File: src/rtl/pipe_stage_skid.sv
// Generic pipeline stage register: valid/ready handshake, one-entry skid buffer, stall and flush.
// Optional perf counters (stall/flush/bubble) are built only when PIPE_STAGE_PERF_EN is defined.
//
// state    | meaning
// ST_EMPTY | no entry held
// ST_HALF  | head (main) register holds an entry
// ST_FULL  | main and skid both hold entries; upstream is back-pressured
module pipe_stage_skid #(
    parameter int CTRL_W         = 3,
    parameter int DATA_W         = 101,
    parameter int FLUSH_CLR_DATA = 1,
    parameter int CNT_W          = 16
) (
    input  logic              clk,
    input  logic              rst,
    input  logic              stall,
    input  logic              flush,
    input  logic              in_valid,
    output logic              in_ready,
    input  logic [CTRL_W-1:0] in_ctrl,
    input  logic [DATA_W-1:0] in_data,
    output logic              out_valid,
    input  logic              out_ready,
    output logic [CTRL_W-1:0] out_ctrl,
    output logic [DATA_W-1:0] out_data,
    output logic [1:0]        occupancy
`ifdef PIPE_STAGE_PERF_EN
    ,
    output logic [CNT_W-1:0]  stall_cnt,
    output logic [CNT_W-1:0]  flush_cnt,
    output logic [CNT_W-1:0]  bubble_cnt
`endif
);

    localparam logic [1:0] ST_EMPTY = 2'd0;
    localparam logic [1:0] ST_HALF  = 2'd1;
    localparam logic [1:0] ST_FULL  = 2'd2;

    logic [1:0]        state_q, state_d;
    logic [CTRL_W-1:0] main_ctrl_q, main_ctrl_d, skid_ctrl_q, skid_ctrl_d;
    logic [DATA_W-1:0] main_data_q, main_data_d, skid_data_q, skid_data_d;
    logic              main_valid, skid_valid, accept, emit;

    always_comb begin
        main_valid = (state_q != ST_EMPTY);
        skid_valid = (state_q == ST_FULL);
        in_ready   = !rst && !flush && !stall && (state_q != ST_FULL);
        out_valid  = !rst && main_valid && !flush && !stall;
        out_ctrl   = out_valid ? main_ctrl_q : '0;
        out_data   = main_data_q;
        occupancy  = {1'b0, main_valid} + {1'b0, skid_valid};
        accept     = in_valid && in_ready;
        emit       = out_valid && out_ready;
    end

    always_comb begin
        state_d     = state_q;
        main_ctrl_d = main_ctrl_q;
        main_data_d = main_data_q;
        skid_ctrl_d = skid_ctrl_q;
        skid_data_d = skid_data_q;
        if (flush) begin
            state_d     = ST_EMPTY;
            main_ctrl_d = '0;
            skid_ctrl_d = '0;
            if (FLUSH_CLR_DATA != 0) begin
                main_data_d = '0;
                skid_data_d = '0;
            end
        end else begin
            // stall forces accept/emit low, so every branch below simply holds
            case (state_q)
                ST_EMPTY: begin
                    if (accept) begin
                        state_d     = ST_HALF;
                        main_ctrl_d = in_ctrl;
                        main_data_d = in_data;
                    end
                end
                ST_HALF: begin
                    if (accept && emit) begin
                        main_ctrl_d = in_ctrl;
                        main_data_d = in_data;
                    end else if (accept) begin
                        state_d     = ST_FULL;
                        skid_ctrl_d = in_ctrl;
                        skid_data_d = in_data;
                    end else if (emit) begin
                        state_d     = ST_EMPTY;
                        main_ctrl_d = '0;
                    end
                end
                ST_FULL: begin
                    if (emit) begin
                        state_d     = ST_HALF;
                        main_ctrl_d = skid_ctrl_q;
                        main_data_d = skid_data_q;
                        skid_ctrl_d = '0;
                        skid_data_d = '0;
                    end
                end
                default: state_d = ST_EMPTY;
            endcase
        end
    end

    always_ff @(posedge clk) begin
        if (rst) begin
            state_q     <= ST_EMPTY;
            main_ctrl_q <= '0;
            main_data_q <= '0;
            skid_ctrl_q <= '0;
            skid_data_q <= '0;
        end else begin
            state_q     <= state_d;
            main_ctrl_q <= main_ctrl_d;
            main_data_q <= main_data_d;
            skid_ctrl_q <= skid_ctrl_d;
            skid_data_q <= skid_data_d;
        end
    end

`ifdef PIPE_STAGE_PERF_EN
    logic [CNT_W-1:0] stall_cnt_q, stall_cnt_d;
    logic [CNT_W-1:0] flush_cnt_q, flush_cnt_d;
    logic [CNT_W-1:0] bubble_cnt_q, bubble_cnt_d;

    // counters saturate at all-ones rather than wrapping
    always_comb begin
        stall_cnt_d  = stall_cnt_q;
        flush_cnt_d  = flush_cnt_q;
        bubble_cnt_d = bubble_cnt_q;
        if (stall && !flush && (stall_cnt_q != '1)) stall_cnt_d = stall_cnt_q + CNT_W'(1);
        if (flush && (flush_cnt_q != '1)) flush_cnt_d = flush_cnt_q + CNT_W'(1);
        if (!out_valid && out_ready && !stall && (bubble_cnt_q != '1))
            bubble_cnt_d = bubble_cnt_q + CNT_W'(1);
    end

    always_ff @(posedge clk) begin
        if (rst) begin
            stall_cnt_q  <= '0;
            flush_cnt_q  <= '0;
            bubble_cnt_q <= '0;
        end else begin
            stall_cnt_q  <= stall_cnt_d;
            flush_cnt_q  <= flush_cnt_d;
            bubble_cnt_q <= bubble_cnt_d;
        end
    end

    assign stall_cnt  = stall_cnt_q;
    assign flush_cnt  = flush_cnt_q;
    assign bubble_cnt = bubble_cnt_q;
`else
    logic [CNT_W-1:0] unused_cnt;
    assign unused_cnt = '0;
`endif

endmodule
File: config.mk
export PLATFORM = sky130hd
export DESIGN_NAME = pipe_stage_skid
export DESIGN_NICKNAME = d
export VERILOG_FILES = /design/src/rtl/pipe_stage_skid.sv
export SDC_FILE = /design/constraint.sdc
export NUM_CORES = 1
export LEC_CHECK = 0
export BUFFER_PORTS_ARGS = -buffer_cell sky130_fd_sc_hd__buf_4
export CAP_MARGIN = 20
export CORE_ASPECT_RATIO = 0.8
export CORE_MARGIN = 2
export CORE_UTILIZATION = 50
export DETAILED_ROUTE_END_ITERATION = 6
export PLACE_DENSITY = 0.88
export SYNTH_ARGS = -nofsm -noshare
export SYNTH_HDL_FRONTEND = slang
export SYNTH_SLANG_ARGS = --single-unit
File: constraint.sdc
create_clock -name clk -period 2.6 [get_ports clk]
set_input_delay 0.26 -clock clk [delete_from_list [all_inputs] [get_ports clk]]
set_output_delay 0.26 -clock clk [all_outputs]
set_load 0.005 [all_outputs]
# Word level (Yosys, flattened, before mapping)
# Index checks and enable logic that the tools add are counted.
[classes] n_addsub=1 n_reduce_logical=21 n_eq_ne=11 n_mux=22
[op_table] op="$mux W101" n=5
[op_table] op="$pmux W101 S3" n=1
[op_table] op="$pmux W101 S2" n=1
[op_table] op="$mux W3" n=7
[op_table] op="$reduce_and A4 Y1" n=3
[op_table] op="$mux W2" n=5
[op_table] op="$ne A2 B2 Y1 const B" n=5
[op_table] op="$logic_and A1 B1 Y1" n=9
[op_table] op="$ne A3 B3 Y1 const B" n=3
[op_table] op="$pmux W3 S3" n=1
[op_table] op="$pmux W2 S3" n=1
[op_table] op="$pmux W3 S2" n=1
[op_table] op="$reduce_and A5 Y1" n=1
[op_table] op="$reduce_bool A2 Y1" n=2
[op_table] op="$logic_not A1 Y1" n=3
[op_table] op="$reduce_bool A3 Y1" n=1
[op_table] op="$add A1 B1 Y2" n=1
[op_table] op="$eq A2 B1 Y1 const B" n=1
[op_table] op="$eq A2 B2 Y1 const B" n=1
[op_table] op="$logic_not A2 Y1" n=1
[op_table] op="$ne A2 B1 Y1 const B" n=1
[op_table] op="$reduce_or A2 Y1" n=1
[word_totals] output_inout_bits=108 ff_bits=210

# Logic depth before layout (Yosys ltp)
# Gate-level depths: netlist of run 1.
[logic_depth] ltp_word=9 depth_mapped=11 mapped_depth_nobuf=8

# Worst setup path before layout of run 1
# No wires, ideal clock.
[synth_path] path_kind="register to register" start="register state_q[0]" end="register main_data_q[0], in the netlist out_data[0]" setup_ns=0.124 period_less_slack_ns=2.061 required_time_ns=2.476 path_slack_ns=0.539 path_buffers=3 stages_incl_launch_ff=12 t_arrival_ns=1.937 path_cell_list="dfxtp_1 > inv_1 > ha_1 > buf_2 > inv_1 > ha_1 > nor2_1 > o21ai_0 > o211ai_1 > buf_2 > buf_2 > a2bb2oi_2"
[synth_between] elab_chain_cells=8 elab_cells_between_ends=18 cone_classes="eq/ne (6); mux (1); reduce/logical (11)"
[synth_rtl] item="start, declared" line="39" rtl="logic [1:0] state_q, state_d;"
[synth_rtl] item="start signal, assigned" line="115" rtl="state_q <= state_d;"
[synth_rtl] item="$reduce_bool A2 Y1" line="45" rtl="main_valid = (state_q != ST_EMPTY);"
[synth_rtl] item="$logic_and A1 B1 Y1 (3 in series)" line="48" rtl="out_valid = !rst && main_valid && !flush && !stall;"
[synth_rtl] item="$logic_and A1 B1 Y1" line="53" rtl="emit = out_valid && out_ready;"
[synth_rtl] item="$logic_and A1 B1 Y1" line="81" rtl="if (accept && emit) begin"
[synth_rtl] item="$ne A2 B2 Y1 (no line)"
[synth_rtl] item="$reduce_and A4 Y1 (no line)"
[synth_rtl] item="end signal, assigned" line="117" rtl="main_data_q <= main_data_d;"
[synth_rtl] item="end, declared" line="41" rtl="logic [DATA_W-1:0] main_data_q, main_data_d, skid_data_q, skid_data_d;"
# Parallel ways exist; a longest one is shown, timed or not.
# A chain may end at the register's enable or synchronous reset.

# Worst setup path after layout of run 1
[layout_path] start="register state_q[0]" end="register main_data_q[54], in the netlist out_data[54]"
# The elaborated chain is that of the path after synthesis.

==> results of run 1 <==
-- per-stage QoR --
step / worst slack (ns) / cells / power (uW)
after floorplan: 0.539 / 656 / 3990
after global placement: 0.219 / 1039 / 4400
after detailed placement: 0.124 / 1039 / 4420
after CTS: 0.0958 / 1113 / 7340
after global routing: -0.0421 / 1115 / 7540
final: 0.152 / 1115 / 7310
-- layout make-up --
cell class                      count  area [sq um]
Fill cell                        1162          5170
Sequential cell                   210          4200
Multi-Input combinational cell    362          3700
Timing Repair Buffer              287          2380
Clock buffer                       26           562
Tap cell                          220           275
Clock inverter                      4          73.8
Inverter                            6          22.5
-- cells by family after synthesis --
kind of cell | count (synthesis) | synth area share [%]
muxes | 1 | 0.121
AOI/OAI and AO/OA | 329 | 41.1
DFF | 210 | 50.7
and+or+nand+nor | 27 | 1.98
buffers and inverters | 84 | 5.36
adders and majority gates | 5 | 0.754
-- power groups by stage --
| stage | Clock, uW | Sequential, uW | Combinational, uW |
|---|---|---|---|
| finish | 2890 | 3400 | 1020 |
| detailed placement | 0 | 3470 | 951 |
| CTS | 2940 | 3400 | 1010 |
| floorplan | 0 | 3470 | 527 |
| global placement | 0 | 3470 | 933 |
| global route | 3060 | 3410 | 1080 |
-- cell usage in the layout, fill, tap and decap left out, types with 3 or more instances in the layout --
master,instances
a2bb2oi_2,90
buf_4,232
o21ai_0,3
clkbuf_8,6
a21oi_1,5
o221ai_1,101
inv_1,6
o31ai_1,3
buf_12,9
dfxtp_1,210
a22o_1,104
nand2_1,3
and3_1,3
clkbuf_16,19
a2bb2oi_1,10
a32oi_1,3
dlygate4sd3_1,45
ha_1,4
nor2_1,6
-- routing by layer --
layer | vias up | wire, um | GRT usage (%) | share of wire [%]
li1 | 3140 | - | - | -
met1 | 3466 | 9790 | 34.1 | 42
met2 | 349 | 11000 | 40.3 | 47
met3 | 50 | 1960 | 6.25 | 8.4
met4 | 0 | 550 | 6.55 | 2.4
met5 | - | 0 | 0 | 0
-- state kept, by name, indices dropped and copies added, names as in the netlist --
signal,cells
skid_data_q,101
skid_ctrl_q,3
state_q,2
out_data,101
main_ctrl_q,3
-- worst min path at each step --
| stage | from | endpoint | slack [ns] | depth (start not counted) |
|---|---|---|---|---|
| final | in_data[67] | skid_data_q[67] | 0.01 | 2 |
| after global routing | in_data[28] | skid_data_q[28] | 0.0002 | 2 |
| after CTS | in_data[12] | skid_data_q[12] | 0.00001 | 2 |
| after detailed placement | skid_data_q[43] | skid_data_q[43] | 0.46 | 1 |
| after global placement | skid_ctrl_q[2] | skid_ctrl_q[2] | 0.46 | 1 |
| after floorplan | in_ctrl[2] | skid_ctrl_q[2] | 0.39 | 1 |
-- timing repair --
item,4_1_cts,5_1_grt
setup endpoints to repair,0,97
setup buffers,0,1
resized for setup,0,1
endpoints found under the hold margin,44,1
hold buffers,44,1
-- worst max-delay path: cells and delay by family, from the launching register on --
family / cells / cell delay (ns)
adders and majority gates: 2 / 0.52
buffers and inverters: 3 / 0.61
DFF: 1 / 0.35
AOI/OAI and AO/OA: 3 / 0.65
and+or+nand+nor: 1 / 0.18
==> results.txt, run 1 <==
Placer Congestion - 0.868
Nature of the critical path endpoint - flop
Distinct cells, synth - 37
Chip height - 119 um
Worst Tran Pin Value - 0.620 ns
Hold slack - 0.0107 ns
Lkg Pwr - 0.00439 uW
Register bit total from synthesis - 210
Synth area leader - dfxtp_1
Tcrit/Tclk final - 94.2%
Worst EP required - 3.00 ns
Max Freq - 408 MHz
Most common cell in the netlist - dfxtp_1
Clock skew - 0.00773 ns
Startpoint types - flop
Final Setup Violations - 0
Drt total wl - 23.3 mm
Worst r2r dst - out_data[54]
Synth top area share - 50.7%
Post-synth EDFFs - 0
Initial antenna violation count - 0
Clk pwr share - 39.5%
Crit path cell chain - inv_1 -> ha_1 -> inv_1 -> ha_1 -> nor2_1 -> o211ai_1 -> a21oi_4 -> buf_12 -> a2bb2oi_1
Die ar. - 17600 sq um
Diode count - 0
Largest net degree at the start of global routing - 55
Sw Share - 23.4%
Final Util - 68.4%
CP max stage delay - 0.35 ns
Async SR Flop Fraction - 0%
Mapped Avg Cell Area - 12.6 sq um
Status - completed
Tmin final - 2.45 ns
Standard-cell rows - 42
Via Count - 7005
Post-DP HPWL - 14.0 mm
PwrDens - 651 nW/um^2
Switching Power - 1710 uW
Post-route cell area - 11200 sq um
Worst setup path class - reg -> reg
Reg2Reg Setup Slack - 0.15 ns
Num CTS Buffers - 19
DRT antenna net count - 0
Top post-synthesis cells by area - dfxtp_1 51%, a2bb2oi_2 16%, a22o_1 11%, o221ai_1 11%, buf_2 2.8%
Synthesized cell area - 8290 sq um
WL/cell - 20.9 um
Post-synth top cells - 210 x dfxtp_1, 104 x a22o_1, 101 x o221ai_1
Clock root buffer - clkbuf_16
First-pass GRT wire length - 36.7 mm
Worst r2r src - state_q[0]
Num ports - 218
Die X - 148 um
Worst hold path type - in -> reg
Slew Limit Fails - 0
GRT Total Usage - 25.1%
Fraction of final layout cells sized beyond drive strength 1 - 41.5%
DRC - 0
Area growth syn-to-layout - 35.3%
Initial Utilization - 50.6%
Clock Latency Late Sink - 0.48 ns
Register area share after synthesis - 50.7%
Clk sinks - 210
P_int - 5600 uW
Setup TNS - 0 ns
Final #Nets - 1001
Seq pwr share - 46.5%
Ys Warns - 0
Crit-path max FO - 53
# port buffers - 217
Worst EP arrival - 2.85 ns
Post-DP Area - 10100 sq um
Critical path's slowest cell - dfxtp_1
H-tree depth - 1
Initial DRT Pass Iterations - 6
Via density - 6.28
R2r worst-path depth - 9
RSZ-0062 raised after global routing - true
MaxCap Viol Count - 0
Core box area - 16400 sq um
Slew HR - 58.6%
Mapped Cells - 656
Clock Pin Slew Worst Setup and Hold Paths - 0.07 ns
CTS tree - built
Top FF cell, synth - dfxtp_1
Iteration-0 DRC Markers - 414
VDD IR-drop max - 0.446 mV
Vias in the first global route - 6893
CP Capture Point - out_data[54]
Comb pwr share - 14.0%
Syn_nets - 771
Remaining Overflow, GRT - 0
Final hold vios - 0
CTS max path bufs - 3
Worst Setup SP - state_q[0]
No activity file was read; power rests on OpenSTA's default activity.
==> inputs of run 2 (changes only) <==
- clock period: 2.6 -> 2.8 ns (I/O delays scaled with it)
==> results.txt, run 2 (synthesis gave the netlist of run 1 again) <==
Critical path's slowest cell - dfxtp_1
CTS tree - built
Remaining Overflow, GRT - 0
Setup TNS - 0 ns
Initial DRT Pass Iterations - 5
Clock root buffer - clkbuf_16
Die ar. - 17600 sq um
GRT Total Usage - 24.1%
Via Count - 6699
Worst setup margin - 0.320 ns
Status - completed
Commonest non-fill, non-tap cell in the layout - buf_4
CP max stage delay - 0.34 ns
Tcrit/Tclk final - 88.6%
H-tree depth - 1
CP top delay family - buffers and inverters
Hold slack - 0.0135 ns
Core box area - 16400 sq um
Max Freq - 403 MHz
DRC - 0
Clock skew - 0.0167 ns
Tmin final - 2.48 ns
Slew Limit Fails - 0
Post-route cell area - 11000 sq um
Num CTS Buffers - 21
Worst EP arrival - 2.85 ns
Pre-CTS setup slack - 0.348 ns
Die X - 148 um
Standard-cell rows - 42
Drt total wl - 22.0 mm
VDD IR-drop max - 0.480 mV
Resize count post-CTS - 0
Placer Congestion - 0.806
Slew HR - 58.0%
Crit-path max FO - 14
Worst Path Buf+Inv - 4
Nature of the critical path endpoint - flop
Via density - 6.20
Initial Utilization - 50.6%
Area growth syn-to-layout - 32.2%
# port buffers - 217
CTS hold repair buffers - 5
Final Setup Violations - 0
Clock Pin Slew Worst Setup and Hold Paths - 0.06 ns
Worst hold path type - in -> reg
Clock Latency Late Sink - 0.49 ns
Clk sinks - 210
First-pass GRT wire length - 35.1 mm
CTS max path bufs - 3
Startpoint types - flop
Final hold vios - 0
RSZ-0062 raised after global routing - false
Lkg Pwr - 0.00428 uW
MaxCap Viol Count - 0
Iteration-0 DRC Markers - 463
Most frequent cells in the layout - 230 x buf_4, 210 x dfxtp_1, 104 x a22o_1, 101 x o221ai_1, 90 x a2bb2oi_2
Fraction of final layout cells sized beyond drive strength 1 - 43.6%
Initial antenna violation count - 0
Largest net degree at the start of global routing - 57
Final #Nets - 962
PwrDens - 650 nW/um^2
Worst setup path class - reg -> reg
Num ports - 218
Post-DP HPWL - 14.0 mm
Fill cells - 1211
Post-DP Area - 10100 sq um
Worst Tran Pin Value - 0.629 ns
WL/cell - 20.3 um
Crit path cell chain - inv_1 -> ha_1 -> inv_1 -> ha_1 -> nor2_1 -> o21ai_0 -> o211ai_1 -> buf_4 -> buf_4 -> a2bb2oi_2
Chip height - 119 um
Vias in the first global route - 6684
Fin cells - 1081
Worst EP required - 3.17 ns
Diode count - 0
DRT antenna net count - 0
Post-CTS Repair Setup Buffers - 0
Cells after DPL - 1038
## run 2: changes by cell type in the layout (fill, tap and decap cells not counted), sizes merged
| cell | delta |
|---|---|
| buf | -2 |
| clkinvlp | +1 |
| dlygate4sd3 | -39 |
| bufinv | +3 |
| clkbuf | +1 |
| clkinv | +1 |
| inv | +1 |
## run 2: path summary, 6_finish.rpt
kind / from / endpoint / slack (ns) / depth (start not counted)
worst min-delay path: in_data[35] / skid_data_q[35] / 0.01 / 2
worst min register to register: skid_data_q[90] / skid_data_q[90] / 0.47 / 1
worst max-delay path: state_q[0] / out_data[97] / 0.32 / 10
worst max register to register: state_q[0] / out_data[97] / 0.32 / 10
## run 2: layout make-up
cell class                 instances  area [sq um]  share of cell area [%]
clock inverter                    10           181                    1.66
sequential                       210          4200                    38.4
clock buffer                      27           588                    5.37
tap                              220           275                    2.51
timing repair buffer             246          1990                    18.1
multi-input combinational        362          3700                    33.8
inverter                           6          22.5                   0.206
## run 2: through the flow
stage | util [%] | total power, uW
5_1_grt | 66.8 | 7390
4_1_cts | 66.8 | 7190
6_report | 66.8 | 7130
3_5_place_dp | 61.8 | 4100
2_1_floorplan | - | 3710
3_3_place_gp | 61.8 | 4080
## run 2: where the power goes
group          internal (uW)  leakage [uW]  switching (uW)
sequential              3080       0.00170            73.4
combinational            497       0.00220             391
clock                   1940      0.000377            1140
total                   5530       0.00428            1600
## run 2: metal layers
metal | up-vias | wire length (um) | global-route usage [%]
met5 | - | 0 | 0
met4 | 0 | 506 | 7.32
li1 | 3075 | - | -
met3 | 39 | 1860 | 6.40
met1 | 3291 | 9410 | 32.8
met2 | 294 | 10200 | 37.6
==> inputs of run 3 (changes only) <==
- CELL_PAD_IN_SITES_DETAIL_PLACEMENT: default -> 0
- CELL_PAD_IN_SITES_GLOBAL_PLACEMENT: default -> 1
- CORE_UTILIZATION: 50 -> 41
- PLACE_DENSITY: 0.88 -> 0.91
==> results.txt, run 3 (synthesis gave the netlist of run 1 again) <==
VDD IR-drop max - 0.333 mV
Most frequent cells in the layout - 231 x buf_4, 210 x dfxtp_1, 104 x a22o_1, 101 x o221ai_1, 90 x a2bb2oi_2
Sequential Area - 4200 sq um
MaxCap Viol Count - 0
Lkg Pwr - 0.00421 uW
Core box area - 19800 sq um
Worst EP required - 3.18 ns
Pre-CTS setup slack - 0.270 ns
Remaining Overflow, GRT - 0
Initial antenna violation count - 0
Via Count - 6591
GRT Total Usage - 19.9%
Worst Path Buf+Inv - 4
Tmin final - 2.49 ns
Worst Tran Pin Value - 0.541 ns
Diode count - 0
WL/cell - 19.8 um
CTS tree - built
Chip height - 131 um
Slew Limit Fails - 0
Worst setup path class - reg -> reg
Status - completed
Initial DRT Pass Iterations - 4
Crit path cell chain - inv_1 -> ha_4 -> inv_1 -> ha_1 -> nor2_1 -> o21ai_0 -> o211ai_1 -> buf_12 -> buf_12 -> a2bb2oi_2
Tcrit/Tclk final - 89.1%
Final hold vios - 0
CTS max path bufs - 3
Vias in the first global route - 6322
Hold depth - 2
DRC - 0
Largest net degree at the start of global routing - 69
Post-DP HPWL - 13.9 mm
Die X - 163 um
H-tree depth - 1
Fraction of final layout cells sized beyond drive strength 1 - 42.8%
Setup TNS - 0 ns
# port buffers - 217
CP max stage delay - 0.41 ns
Placer Congestion - 0.828
Worst hold path type - in -> reg
Critical path's slowest cell - o211ai_1
Startpoint types - flop
Die ar. - 21400 sq um
Initial Utilization - 41.9%
DRT antenna net count - 0
Final #Nets - 962
Clk sinks - 210
Slew HR - 63.9%
CP top delay family - buffers and inverters
RSZ-0062 raised after global routing - false
Final Setup Violations - 0
Crit-path max FO - 26
Critical path depth - 10
Iteration-0 DRC Markers - 500
Worst setup margin - 0.307 ns
Max Freq - 401 MHz
Clock Pin Slew Worst Setup and Hold Paths - 0.06 ns
Multi-input gate area - 3700 sq um
Via density - 5.87
Clock root buffer - clkbuf_16
Commonest non-fill, non-tap cell in the layout - buf_4
Standard-cell rows - 46
Num ports - 218
Clock skew - 0.0156 ns
R2r worst-path depth - 10
Drt total wl - 22.3 mm
PwrDens - 619 nW/um^2
Num CTS Buffers - 21
Area growth syn-to-layout - 31.2%
Fill cells - 1680
Worst EP arrival - 2.87 ns
Clock Latency Late Sink - 0.49 ns
First-pass GRT wire length - 35.0 mm
Nature of the critical path endpoint - flop
## run 3: routing by layer
metal  wire length (um)  track usage [%]
met1              10400             30.2
met2               9860             29.9
met3               1560             3.16
met4                402             3.98
met5                  0                0
## run 3: what timing repair did
| action | in CTS | in global routing |
|---|---|---|
| setup buffers | 0 | 0 |
| hold endpoints to repair | 6 | 0 |
| setup endpoints to repair | 0 | 0 |
| resized for setup | 0 | 0 |
| hold buffers | 6 | 0 |
## run 3: layout make-up
type | instances | area share, %
sequential | 210 | 38.7
tap | 264 | 3.04
inverter | 6 | 0.207
timing repair buffer | 246 | 18.2
clock inverter | 2 | 0.345
clock buffer | 32 | 5.58
multi-input combinational | 362 | 34.0
## run 3: worst paths after layout
check,from,end,slack [ns]
hold / removal,in_data[94],skid_data_q[94],0.02
setup reg to reg,state_q[0],out_data[90],0.31
setup / recovery,state_q[0],out_data[90],0.31
hold reg to reg,skid_data_q[37],skid_data_q[37],0.47
## run 3: stage by stage
| step | cells | area (sq um) | total power (uW) | util (%) | hold WS [ns] |
|---|---|---|---|---|---|
| 6_report | 1122 | 10900 | 6730 | 54.9 | 0.0158 |
| 2_1_floorplan | 656 | 8290 | 3710 | - | 0.413 |
| 3_3_place_gp | 1082 | 10200 | 4100 | 51.4 | 0.456 |
| 4_1_cts | 1122 | 10900 | 6810 | 54.9 | 0.0000167 |
| 5_1_grt | 1122 | 10900 | 6980 | 54.9 | 0.00316 |
| 3_5_place_dp | 1082 | 10200 | 4110 | 51.4 | 0.455 |
## run 3: where the power goes
part | internal [uW] | total (uW) | switching [uW] | leakage [uW]
sequential | 3080 | 3160 | 74.3 | 0.00170
clock | 1570 | 2690 | 1110 | 0.000310
combinational | 496 | 890 | 394 | 0.00220
total | 5150 | 6730 | 1580 | 0.00421
